**src/rtl/fifo_fwft_if.sv**
```systemverilog
// rtl/fifo_fwft_if.sv - handshake and status bundle for fifo_fwft
interface fifo_fwft_if #(
   parameter int DATA_WIDTH = 8,
   parameter int ADDR_WIDTH = 4
);
   logic                  clear_in;
   logic [DATA_WIDTH-1:0] data_in;
   logic                  write_en_in;
   logic                  full_out;
   logic [DATA_WIDTH-1:0] data_out;
   logic                  read_en_in;
   logic                  empty_out;
   logic                  almost_full_out;
   logic                  almost_empty_out;
   logic [ADDR_WIDTH:0]   level_out;
   logic [ADDR_WIDTH:0]   free;
   logic                  overflow_out;
   logic                  underflow_out;

   modport master (
      output clear_in, data_in, write_en_in, read_en_in,
      input  full_out, data_out, empty_out, almost_full_out, almost_empty_out,
             level_out, free, overflow_out, underflow_out
   );

   modport slave (
      input  clear_in, data_in, write_en_in, read_en_in,
      output full_out, data_out, empty_out, almost_full_out, almost_empty_out,
             level_out, free, overflow_out, underflow_out
   );
endinterface

```
**src/rtl/fifo_fwft.sv**
```systemverilog
// rtl/fifo_fwft.sv - single-clock FIFO, registered or first-word-fall-through read
module fifo_fwft #(
   parameter int DATA_WIDTH = 8,
   parameter int ADDR_WIDTH = 4,
   parameter bit FWFT       = 1'b0,
   parameter int AFULL_TH   = (1 << ADDR_WIDTH) - 2,
   parameter int AEMPTY_TH  = 2
) (
   input logic        clk,
   input logic        rst,
   fifo_fwft_if.slave bus
);
   localparam int                DEPTH    = 1 << ADDR_WIDTH;
   localparam logic [ADDR_WIDTH:0] DEPTH_L  = (ADDR_WIDTH+1)'(DEPTH);
   localparam logic [ADDR_WIDTH:0] AFULL_L  = (ADDR_WIDTH+1)'(AFULL_TH);
   localparam logic [ADDR_WIDTH:0] AEMPTY_L = (ADDR_WIDTH+1)'(AEMPTY_TH);

   logic [DATA_WIDTH-1:0] mem [DEPTH];
   logic [ADDR_WIDTH:0]   wr_ptr;
   logic [ADDR_WIDTH:0]   rd_ptr;
   logic [ADDR_WIDTH:0]   level;
   logic                  full;
   logic                  empty;
   logic                  rd_ok;
   logic                  wr_ok;
   logic                  overflow_q;
   logic                  underflow_q;
   logic [DATA_WIDTH-1:0] head;
   logic [DATA_WIDTH-1:0] dout_q;

   assign level = wr_ptr - rd_ptr;
   assign full  = (level == DEPTH_L);
   assign empty = (level == '0);
   assign head  = mem[rd_ptr[ADDR_WIDTH-1:0]];

   // A pop frees the slot in the same cycle, so a push at full still fits.
   assign rd_ok = bus.read_en_in && !empty && !bus.clear_in;
   assign wr_ok = bus.write_en_in && (!full || rd_ok) && !bus.clear_in;

   always_ff @(posedge clk) begin
      if (wr_ok && rst) begin
         mem[wr_ptr[ADDR_WIDTH-1:0]] <= bus.data_in;
      end
   end

   always_ff @(posedge clk or negedge rst) begin
      if (!rst) begin
         wr_ptr      <= '0;
         rd_ptr      <= '0;
         overflow_q  <= 1'b0;
         underflow_q <= 1'b0;
      end else if (bus.clear_in) begin
         wr_ptr      <= '0;
         rd_ptr      <= '0;
         overflow_q  <= 1'b0;
         underflow_q <= 1'b0;
      end else begin
         if (wr_ok) wr_ptr <= wr_ptr + 1'b1;
         if (rd_ok) rd_ptr <= rd_ptr + 1'b1;
         if (bus.write_en_in && full && !rd_ok) overflow_q <= 1'b1;
         if (bus.read_en_in && empty) underflow_q <= 1'b1;
      end
   end

   generate
      if (FWFT) begin : g_fwft
         // Tracks the word on display so it stays visible once the FIFO drains.
         always_ff @(posedge clk or negedge rst) begin
            if (!rst) begin
               dout_q <= '0;
            end else if (!empty) begin
               dout_q <= head;
            end
         end
         assign bus.data_out = empty ? dout_q : head;
      end else begin : g_reg
         always_ff @(posedge clk or negedge rst) begin
            if (!rst) begin
               dout_q <= '0;
            end else if (rd_ok) begin
               dout_q <= head;
            end
         end
         assign bus.data_out = dout_q;
      end
   endgenerate

   assign bus.full_out         = full;
   assign bus.empty_out        = empty;
   assign bus.level_out        = level;
   assign bus.free             = DEPTH_L - level;
   assign bus.almost_full_out  = (level >= AFULL_L);
   assign bus.almost_empty_out = (level <= AEMPTY_L);
   assign bus.overflow_out     = overflow_q;
   assign bus.underflow_out    = underflow_q;
endmodule

```
**src/flat_wrapper.sv**
```systemverilog
// flat-port wrapper written by rule: the top's interface ports become plain ports
module fifo_fwft_flat 
#(
   parameter int DATA_WIDTH = 8,
   parameter int ADDR_WIDTH = 4,
   parameter bit FWFT       = 1'b0,
   parameter int AFULL_TH   = (1 << ADDR_WIDTH) - 2,
   parameter int AEMPTY_TH  = 2
)
  (clk, rst, bus_clear_in, bus_data_in, bus_write_en_in, bus_read_en_in, bus_full_out, bus_data_out, bus_empty_out, bus_almost_full_out, bus_almost_empty_out, bus_level_out, bus_free, bus_overflow_out, bus_underflow_out);
  fifo_fwft_if #(.DATA_WIDTH(DATA_WIDTH), .ADDR_WIDTH(ADDR_WIDTH)) bus_i ();
  input logic clk;
  input logic rst;
  input wire logic [$bits(bus_i.clear_in)-1:0] bus_clear_in;
  input wire logic [$bits(bus_i.data_in)-1:0] bus_data_in;
  input wire logic [$bits(bus_i.write_en_in)-1:0] bus_write_en_in;
  input wire logic [$bits(bus_i.read_en_in)-1:0] bus_read_en_in;
  output wire logic [$bits(bus_i.full_out)-1:0] bus_full_out;
  output wire logic [$bits(bus_i.data_out)-1:0] bus_data_out;
  output wire logic [$bits(bus_i.empty_out)-1:0] bus_empty_out;
  output wire logic [$bits(bus_i.almost_full_out)-1:0] bus_almost_full_out;
  output wire logic [$bits(bus_i.almost_empty_out)-1:0] bus_almost_empty_out;
  output wire logic [$bits(bus_i.level_out)-1:0] bus_level_out;
  output wire logic [$bits(bus_i.free)-1:0] bus_free;
  output wire logic [$bits(bus_i.overflow_out)-1:0] bus_overflow_out;
  output wire logic [$bits(bus_i.underflow_out)-1:0] bus_underflow_out;
  assign bus_i.clear_in = bus_clear_in;
  assign bus_i.data_in = bus_data_in;
  assign bus_i.write_en_in = bus_write_en_in;
  assign bus_i.read_en_in = bus_read_en_in;
  assign bus_full_out = bus_i.full_out;
  assign bus_data_out = bus_i.data_out;
  assign bus_empty_out = bus_i.empty_out;
  assign bus_almost_full_out = bus_i.almost_full_out;
  assign bus_almost_empty_out = bus_i.almost_empty_out;
  assign bus_level_out = bus_i.level_out;
  assign bus_free = bus_i.free;
  assign bus_overflow_out = bus_i.overflow_out;
  assign bus_underflow_out = bus_i.underflow_out;
  fifo_fwft #(.DATA_WIDTH(DATA_WIDTH), .ADDR_WIDTH(ADDR_WIDTH), .FWFT(FWFT), .AFULL_TH(AFULL_TH), .AEMPTY_TH(AEMPTY_TH)) u_core (.clk(clk), .rst(rst), .bus(bus_i));
endmodule
```
**config.mk**
```make
export PLATFORM = sky130hd
export DESIGN_NAME = fifo_fwft_flat
export DESIGN_NICKNAME = d
export VERILOG_FILES = /design/src/rtl/fifo_fwft_if.sv /design/src/rtl/fifo_fwft.sv /design/src/flat_wrapper.sv
export SDC_FILE = /design/constraint.sdc
export NUM_CORES = 1
export LEC_CHECK = 0
export ABC_AREA = 0
export ABC_CLOCK_PERIOD_IN_PS = 5300
export BUFFER_PORTS_ARGS = -buffer_cell sky130_fd_sc_hd__buf_2
export CAP_MARGIN = 20
export CORE_MARGIN = 5
export CORE_UTILIZATION = 35
export DETAILED_ROUTE_END_ITERATION = 10
export GPL_TIMING_DRIVEN = 0
export HOLD_SLACK_MARGIN = 0.08
export PLACE_DENSITY = 0.48
export REMOVE_ABC_BUFFERS = 1
export SETUP_SLACK_MARGIN = 0.4
export SLEW_MARGIN = 15
export SYNTH_ARGS = -nofsm -noshare
export SYNTH_HDL_FRONTEND = slang
export SYNTH_SLANG_ARGS = --single-unit
export TNS_END_PERCENT = 50
```
**constraint.sdc**
```tcl
create_clock -name clk -period 5.3 [get_ports clk]
set_input_delay 1.06 -clock clk [delete_from_list [all_inputs] [get_ports clk]]
set_output_delay 1.06 -clock clk [all_outputs]
set_load 0.01 [all_outputs]
```
Yosys cells after proc, flatten, opt, wreduce, memory -nomap -nowiden

Memory sizes are Yosys's and may differ from the RTL's. A register that Yosys moved wholly into a read port is not among the register bits.
Index checks and enable logic that the tools add are counted.

Add/sub/neg operators: 4
Equal/unequal tests: 1
Multiplexer cells: 10
Magnitude comparators: 2
Reduce and logical (&&, ||, !) cells: 19

Operators by type and width:

| cell                  | number |
|---|---|
| $mux W5               | 4 |
| $add A5 B1 Y5 const B | 2 |
| $logic_and A1 B1 Y1   | 8 |
| $reduce_bool A2 Y1    | 4 |
| $mux W1               | 6 |
| $eq A5 B5 Y1 const B  | 1 |
| $ge A5 B4 Y1 const B  | 1 |
| $le A5 B2 Y1 const B  | 1 |
| $logic_not A1 Y1      | 5 |
| $logic_not A5 Y1      | 1 |
| $sub A5 B5 Y5         | 1 |
| $sub A5 B5 Y5 const A | 1 |
| $logic_or A1 B1 Y1    | 1 |

Bits in writable memories: 128
Bits of input ports: 13
Output and inout port bits: 24
Memories kept: 1
Flip-flop bits (word level): 12

Memories:

| name       | depth | width | read ports | clocked after memory_dff | write ports | RTL line        | text |
|---|---|---|---|---|---|---|---|
| u_core.mem | 16    | 8     | 1          | 1                        | 1           | fifo_fwft.sv:18 | `logic [DATA_WIDTH-1:0] mem [DEPTH];` |

Logic depth before layout (Yosys ltp)

Gate-level depths: netlist (run 1).

Depth in word-level cells: 11
Depth in mapped cells: 14

Least setup slack after synthesis (run 1)

OpenSTA, ideal clock, no wires.

Path kind: register to register
Start point: register u_core.wr_ptr[0]
End point: memory u_core.mem[0][0], enable pin
Cell stages (with the launch flop): 11
Slack: 1.572 ns
Data arrival time: 3.344 ns
Setup time: 0.383 ns
Cell sequence: dfrtp_1 > inv_1 > ha_1 > fa_1 > xnor2_1 > nor3b_1 > ha_1 > nand2b_1 > a211oi_1 > nand2_1 > nor3_1

Cells in the longest elaborated chain, start to end: 11
Elaborated cells between the ends (all ways): 13
Those cells by class: 1 x add/sub; 1 x eq/ne; 2 x mux; 9 x reduce/logical

Ends and longest elaborated chain:

| item                             | RTL line           | text |
|---|---|---|
| from (decl)                      | fifo_fwft.sv:19    | `logic [ADDR_WIDTH:0] wr_ptr;` |
| from (signal assigned)           | fifo_fwft.sv:58    | `if (wr_ok) wr_ptr <= wr_ptr + 1'b1;` |
| $sub A5 B5 Y5                    | fifo_fwft.sv:31    | `assign level = wr_ptr - rd_ptr;` |
| named net bus_level_out[2]       | flat_wrapper.sv:23 | `output wire logic [$bits(bus_i.level_out)-1:0] bus_level_out;` |
| $logic_not A5 Y1                 | fifo_fwft.sv:33    | `assign empty = (level == '0);` |
| named net bus_empty_out          | flat_wrapper.sv:20 | `output wire logic [$bits(bus_i.empty_out)-1:0] bus_empty_out;` |
| $logic_not A1 Y1                 | fifo_fwft.sv:37    | `assign rd_ok = bus.read_en_in && !empty && !bus.clear_in;` |
| $logic_and A1 B1 Y1 (2 in a row) | fifo_fwft.sv:37    |  |
| $logic_or A1 B1 Y1               | fifo_fwft.sv:38    | `assign wr_ok = bus.write_en_in && (!full \|\| rd_ok) && !bus.clear_in;` |
| $logic_and A1 B1 Y1 (2 in a row) | fifo_fwft.sv:38    |  |
| $logic_and A1 B1 Y1              | fifo_fwft.sv:41    | `if (wr_ok && rst) begin` |
| $mux W1                          | fifo_fwft.sv:41    |  |
| $mux W1 (implied by the code)    | fifo_fwft.sv:42    | `mem[wr_ptr[ADDR_WIDTH-1:0]] <= bus.data_in;` |
| to (decl)                        | fifo_fwft.sv:18    |  |

The timed path passes the listed nets, and every way through them passes these cells.

Worst setup path in the final report (run 1)

Start point: register u_core.rd_ptr[1]
End point: memory u_core.mem[1][3], enable pin

Cells in the longest elaborated chain, start to end: 11
Elaborated cells between the ends (all ways): 13
Those cells by class: 1 x add/sub; 1 x eq/ne; 2 x mux; 9 x reduce/logical

Ends and longest elaborated chain:

| item                               | RTL line        | text |
|---|---|---|
| from (decl)                        | fifo_fwft.sv:20 | `logic [ADDR_WIDTH:0] rd_ptr;` |
| from (signal assigned)             | fifo_fwft.sv:59 | `if (rd_ok) rd_ptr <= rd_ptr + 1'b1;` |
| $sub A5 B5 Y5 *                    | fifo_fwft.sv:31 |  |
| $logic_not A5 Y1                   | fifo_fwft.sv:33 |  |
| $logic_not A1 Y1                   | fifo_fwft.sv:37 |  |
| $logic_and A1 B1 Y1 (2 in a row)   | fifo_fwft.sv:37 |  |
| $logic_or A1 B1 Y1 *               | fifo_fwft.sv:38 |  |
| $logic_and A1 B1 Y1 * (2 in a row) | fifo_fwft.sv:38 |  |
| $logic_and A1 B1 Y1 *              | fifo_fwft.sv:41 |  |
| $mux W1 *                          | fifo_fwft.sv:41 |  |
| $mux W1 (implied by the code) *    | fifo_fwft.sv:42 |  |

Every way passes the cells marked *; elsewhere a longest branch is shown, timed or not.

==> results of run 1 <==
[flip-flops by register name, indices dropped and copies added (netlist names)]
name,cells
u_core.bus.data_out,8
u_core.rd_ptr,5
u_core.bus.overflow_out,1
u_core.wr_ptr,5
u_core.bus.underflow_out,1
u_core.mem,128
[area by class of cell]
cell class / instances / area (um^2)
Timing Repair Buffer: 40 / 230.2
Tap cell: 225 / 281.5
Inverter: 11 / 41.29
Clock buffer: 20 / 436.7
Clock inverter: 10 / 86.33
Fill cell: 1600 / 10110
Multi-Input combinational cell: 194 / 1638
Sequential cell: 148 / 4349
[worst min-delay path, cell delays in order, from the launching register on]
cell,delay [ns]
dfrtp_1,0.34
a21oi_1,0.04
nor2_1,0.08
[through the flow]
step	setup TNS, ns	cells
finish	0	648
global route	0	648
CTS	0	648
detailed placement	0	618
global placement	-159.13	614
floorplan	0	353
[cell usage in the layout (no fill, tap or decap), drive strengths merged, types with 7 or more instances in the layout]
| master | count |
|---|---|
| ha | 13 |
| mux2i | 30 |
| buf | 40 |
| xnor2 | 8 |
| clkbuf | 20 |
| nor2 | 41 |
| a31oi | 10 |
| nand2 | 11 |
| edfxtp | 128 |
| inv | 12 |
| mux4 | 17 |
| o22ai | 14 |
| a22oi | 7 |
| dfrtp | 20 |
[cells by family (layout without fill, tap and decap cells)]
group / Yosys count / in the layout / share of synthesized area
xor gates and xnor gates: 13 / 13 / 0.01872
DFF: 148 / 148 / 0.7144
adders and majority gates: 14 / 14 / 0.03004
buffers and inverters: 26 / 81 / 0.02078
AOI/OAI and AO/OA: 44 / 44 / 0.04650
and+or+nand+nor: 76 / 76 / 0.05720
muxes: 47 / 47 / 0.1123
[power breakdown]
group	leakage [nW]	switching (mW)	internal, mW	total (mW)
Combinational	0.760	0.505	0.439	0.944
Clock	0.253	0.437	0.636	1.07
Sequential	1.40	0.0933	1.32	1.42
Total	2.41	1.04	2.40	3.43
[worst paths after layout]
path	start	to
setup / recovery	u_core.rd_ptr[1]$_DFFE_PN0P_	u_core.mem[1][3]$_DFFE_PP_
max in group asynchronous	rst	u_core.rd_ptr[0]$_DFFE_PN0P_
hold reg to reg	u_core.bus.underflow_out$_DFFE_PN0P_	u_core.bus.underflow_out$_DFFE_PN0P_
hold / removal	u_core.bus.underflow_out$_DFFE_PN0P_	u_core.bus.underflow_out$_DFFE_PN0P_
min in group asynchronous	rst	u_core.bus.overflow_out$_DFFE_PN0P_
setup reg to reg	u_core.rd_ptr[1]$_DFFE_PN0P_	u_core.mem[1][3]$_DFFE_PP_
[routing by layer]
layer	vias to the layer above	routed length (um)	GRT usage
met5	-	20	0
met4	2	175	0.04798
met3	14	513	0.03674
met2	64	6274	0.2187
met1	1662	5874	0.1781
li1	1504	-	-
==> reports/results.ini, run 1 <==
[outcome]
status=finished clean

[worst_setup_path]
crit_required_ns=5.33
crit_path_max_fanout=12
cp_top_family=simple AND/OR/NAND/NOR gates
cp_num_cells=11
startpoint_type=flop
cp_common_cell=ha_1
worstSetupPathType=reg2reg
worst_path_largest_cell_delay_ns=0.78
cp-end-kind=flop
worstPathArrival_ns=4.53
reg2reg_depth=11
path_cells=inv_1, ha_1, a21o_1, a21oi_1, xnor2_1, nor3b_1, ha_1, nand2b_1, a211oi_1, nand2_1, nor3_2
slowest_stage=nor3_2
regToRegSetupSlack_ns=0.80
worst-path-buf-inv=1

[route]
drt_wl_total_mm=12.86
vias=3246
wl_per_cell_um=19.84
viasPerCell=5.009
postRouteAntennaNets=0
drc=0
drtIter0Drc=270
drtPass1Iterations=6

[sta]
skew_ns=0.008907
fmax_mhz=222.2
worst_slew_pin_slew_ns=0.9602
period_needed_ns=4.501
fin_ws_ns=0.7994
relSlewSlack=0.3564
period_share=0.8492
drv_slew=0
finalHoldViolations=0
rsz0062_at_grt=no
setup_violations=0
holdWs_ns=0.5003

[die]
die_width_um=141.8
pin_count=37
start_util=0.3540
rows=48
core_area_mm2=0.01718
die_h_um=141.8
dieArea_mm2=0.02011

[cts]
cts_made_buffers=17
clk_pin_slew_ns=0.06
cts_max_level=4
clockBufferDepth=2
ctsHoldBuffers=0
post_cts_buffers=0
root_buffer=clkbuf_16
cts_resized=4
cts_tree=done
clock_latency_ns=0.41
clock_sinks=148

[finish]
nets=439
drive_above_1_share=0.2270
antennaDiodeCount=0
stdcell_area_mm2=0.007063
utilization=0.4112
area_delta_synth_final_pct=16.15

[power]
total_power_mw=3.435
total_leakage_power_nw=2.414
ir_drop_uv=370.8
p_per_area_mw_per_mm2=486.3

[synth]
yosysSeqAreaShare=0.7144
synthTopCellsByArea=edfxtp_1, dfrtp_1, mux4_2
ys_warn_count=0
ys_seq_elements=148
synth_flop_cell=edfxtp_1
synth_area_mm2=0.006081
synth_edf_count=128
yosysMostFrequentCell=edfxtp_1
synth_top_area_share=0.6321
yosys.area.top_type=edfxtp_1
async_reset_ff_frac=0.1351
syn_avg_cell_area_um2=16.52
synthTopCellsByCount=edfxtp_1, nor2_1, mux2i_1, dfrtp_1, mux4_2
syn_inst=368
yosys.cell_types.count=36

[run]
maxCapViolCount=0

[global_routing]
antenna_found_initial=1
grt.total_usage=0.1359
grt_pass1_wl_mm=19.95
grt_overflow=0
grt_max_degree=32
grt_pass1_vias=3419

[placement]
hpwlAfterDp_mm=8.437
place_area_mm2=0.006531
globalplace.congestion=0.7641
dp_slack_ns=0.2621
port_buffers=36

[worst_hold_path]
hold_path.class=reg2reg
holdPathStages=2

Note: power is estimated with default switching activity, not from simulation.
==> run 2, diff against run 1 <==
--- a/config.mk
+++ b/config.mk
@@ -5,8 +5,8 @@
 export SDC_FILE = /design/constraint.sdc
 export NUM_CORES = 1
 export LEC_CHECK = 0
-export ABC_AREA = 0
-export ABC_CLOCK_PERIOD_IN_PS = 5300
+export ABC_AREA = 1
+export ABC_CLOCK_PERIOD_IN_PS = 3820
 export BUFFER_PORTS_ARGS = -buffer_cell sky130_fd_sc_hd__buf_2
 export CAP_MARGIN = 20
 export CORE_MARGIN = 5
@@ -14,7 +14,7 @@
 export DETAILED_ROUTE_END_ITERATION = 10
 export GPL_TIMING_DRIVEN = 0
 export HOLD_SLACK_MARGIN = 0.08
-export PLACE_DENSITY = 0.48
+export PLACE_DENSITY = 0.49
 export REMOVE_ABC_BUFFERS = 1
 export SETUP_SLACK_MARGIN = 0.4
 export SLEW_MARGIN = 15
==> constraint.sdc (replaced) <==
create_clock -name clk -period 3.82 [get_ports clk]
set_input_delay 0.764 -clock clk [delete_from_list [all_inputs] [get_ports clk]]
set_output_delay 0.764 -clock clk [all_outputs]
set_load 0.01 [all_outputs]
==> reports/results.ini, run 2 <==
[worst_setup_path]
startpoint_type=flop
worst_path_largest_cell_delay_ns=0.59
slowest_stage=fa_2
r2r-start=u_core.rd_ptr[0]$_DFFE_PN0P_
path_cells=buf_16, ha_2, fa_2, ha_1, inv_1, nor2_2, ha_4, inv_1, buf_2
regToRegSetupSlack_ns=0.53
crit_end=bus_free[4]
crit_required_ns=3.06
worstPathArrival_ns=2.57
worstSetupPathType=reg2out
cp_common_cell=inv_1
reg2reg_depth=20
worstReg2RegEnd=u_core.mem[4][7]$_DFFE_PP_
startpoint=u_core.rd_ptr[0]$_DFFE_PN0P_
crit_path_max_fanout=2
cp-end-kind=output pin

[finish]
nets=737
final_common_cell=nand2_1
fill_cells=1703
utilization=0.4484
seqCellArea_mm2=0.004350
fin_cells=956
drive_above_1_share=0.2202
largest_reg_flops=128
stdcell_area_mm2=0.008387
final_cell_mix=nand2_1, edfxtp_1, nand3_1
antennaDiodeCount=0
area_delta_synth_final_pct=26.16
multi_input_area_mm2=0.002121

[die]
pin_count=37
core_area_mm2=0.01871
dieArea_mm2=0.02185
die_h_um=147.8
rows=50
die_width_um=147.8
start_util=0.3554

[synth]
ys_seq_elements=148
synth_flop_cell=edfxtp_1
syn_inst=641
syn_avg_cell_area_um2=10.37
synthTopCellsByCount=nand2_1, edfxtp_1, nand3_1, inv_1, nor2_1
synth_edf_count=128
async_reset_ff_frac=0.1351
yosys.cell_types.count=28
ys_warn_count=0
synth_top_area_share=0.5782
yosysMostFrequentCell=nand2_1
synth_area_mm2=0.006648
synthTopCellsByArea=edfxtp_1, nand2_1, dfrtp_1
yosys.area.top_type=edfxtp_1
yosysSeqAreaShare=0.6535

[placement]
port_buffers=36
hpwlAfterDp_mm=9.675
globalplace.congestion=0.7783
place_area_mm2=0.007023
place_inst=888
dp_slack_ns=-0.7612

[power]
p_int_mw=3.789
ir_drop_uv=322.3
comb_power_share=0.374
total_leakage_power_nw=3.439
p_seq_frac=0.327
clkPwrFrac=0.299
power_switching_mw=1.990
p_per_area_mw_per_mm2=689.0
netSwitchingFraction=0.3444

[cts]
clockBufferDepth=2
cts_tree=done
clk_pin_slew_ns=0.06
clock_latency_ns=0.42
root_buffer=clkbuf_16
cts_max_level=4
ctsHoldBuffers=0
clock_sinks=148
cts_made_buffers=17

[global_routing]
grt_pass1_wl_mm=26.32
antenna_found_initial=0
grt_pass1_vias=4543
grt_overflow=0
grt.total_usage=0.1622
grt_max_degree=66

[route]
drt_wl_total_mm=17.09
vias=4567
drtIter0Drc=320
drc=0
postRouteAntennaNets=0
wl_per_cell_um=17.88
viasPerCell=4.777
drtPass1Iterations=4

[sta]
relSlewSlack=0.5004
fin_ws_ns=0.4861
worst_slew_pin_slew_ns=0.7494
fmax_mhz=300.0
rsz0062_at_grt=yes
setup_violations=0
skew_ns=0.01455
drv_slew=0
period_share=0.8727
tns_ns=0
finalHoldViolations=0
period_needed_ns=3.334

[worst_hold_path]
hold_path.class=in2async

[run]
maxCapViolCount=0

[outcome]
status=finished clean

run 2: cell count changes in the layout (fill, tap and decap cells not counted), moves of 15 or more:
cell,before,now
nor2_1,38,21
mux2i_1,30,0
inv_1,10,59
buf_12,0,15
nor2_4,0,17
mux4_2,17,0
nand2_1,11,216
nand3_1,4,71
run 2: worst min path at each step:
stage | from | endpoint | slack (ns) | cells past startpoint
5_1_grt | rst | u_core.bus.data_out[7]$_DFFE_PN0P_ | 0.35 | 1
2_1_floorplan | u_core.rd_ptr[4]$_DFFE_PN0P_ | u_core.rd_ptr[4]$_DFFE_PN0P_ | 0.45 | 1
3_5_place_dp | u_core.bus.underflow_out$_DFFE_PN0P_ | u_core.bus.underflow_out$_DFFE_PN0P_ | 0.48 | 2
6_report | rst | u_core.bus.data_out[7]$_DFFE_PN0P_ | 0.33 | 1
3_3_place_gp | u_core.bus.underflow_out$_DFFE_PN0P_ | u_core.bus.underflow_out$_DFFE_PN0P_ | 0.47 | 2
4_1_cts | rst | u_core.bus.data_out[7]$_DFFE_PN0P_ | 0.32 | 1
run 2: kinds of logic (layout without fill, tap and decap cells):
group / count (synthesis) / in the layout / synth area share
flip-flops: 148 / 148 / 0.6535
AO/OA/AOI/OAI: 32 / 32 / 0.02729
AND/OR/NAND/NOR: 350 / 350 / 0.2247
adder cells (fa/ha/maj): 14 / 14 / 0.02748
buffers and inverters: 91 / 172 / 0.05910
XOR/XNOR: 6 / 6 / 0.007905
run 2: metal layers:
layer / GRT usage / vias to the layer above / routed length (um)
li1: - / 2237 / -
met1: 0.2088 / 2234 / 7461
met2: 0.2783 / 86 / 8545
met3: 0.03525 / 10 / 906
met4: 0.04388 / 0 / 176
met5: 0 / - / 0
run 2: cell type report:
type,count,share of cell area
multi-input cells,402,0.2529
clock inverters,13,0.02163
repair buffers,75,0.08936
well taps,234,0.03491
clock buffers,18,0.05117
flip-flops and latches,148,0.5187
inverters,66,0.03133
run 2: power groups by stage:
stage          sequential, mW  combinational, mW  clock (mW)
2_1_floorplan            2.02               1.02           0
3_3_place_gp             2.09               1.59           0
3_5_place_dp             1.98               1.74           0
4_1_cts                  1.89               2.08        1.76
5_1_grt                  1.89               2.40        1.83
6_report                 1.89               2.16        1.73
run 2: worst max-delay path, delay by kind of cell, from the launching register on:
kind                       cells  cell delay (ns)
adders and majority gates      4             1.15
buffers and inverters          4             0.36
DFF                            1             0.50
and+or+nand+nor                1             0.15
run 2: through the flow:
| stage | total power, mW | hold WS [ns] |
|---|---|---|
| floorplan | 3.035 | 0.4536 |
| global placement | 3.672 | 0.4715 |
| detailed placement | 3.720 | 0.4848 |
| CTS | 5.726 | 0.3243 |
| global route | 6.126 | 0.3456 |
| finish | 5.779 | 0.3331 |
run 2: what timing repair did:
item / 4_1_cts / 5_1_grt
endpoints found under the setup margin: 150 / 131
gates cloned: 2 / 0
pin swaps: 22 / 9
endpoints found under the hold margin: 0 / 0
setup buffers: 30 / 5
gates resized for setup: 47 / 15
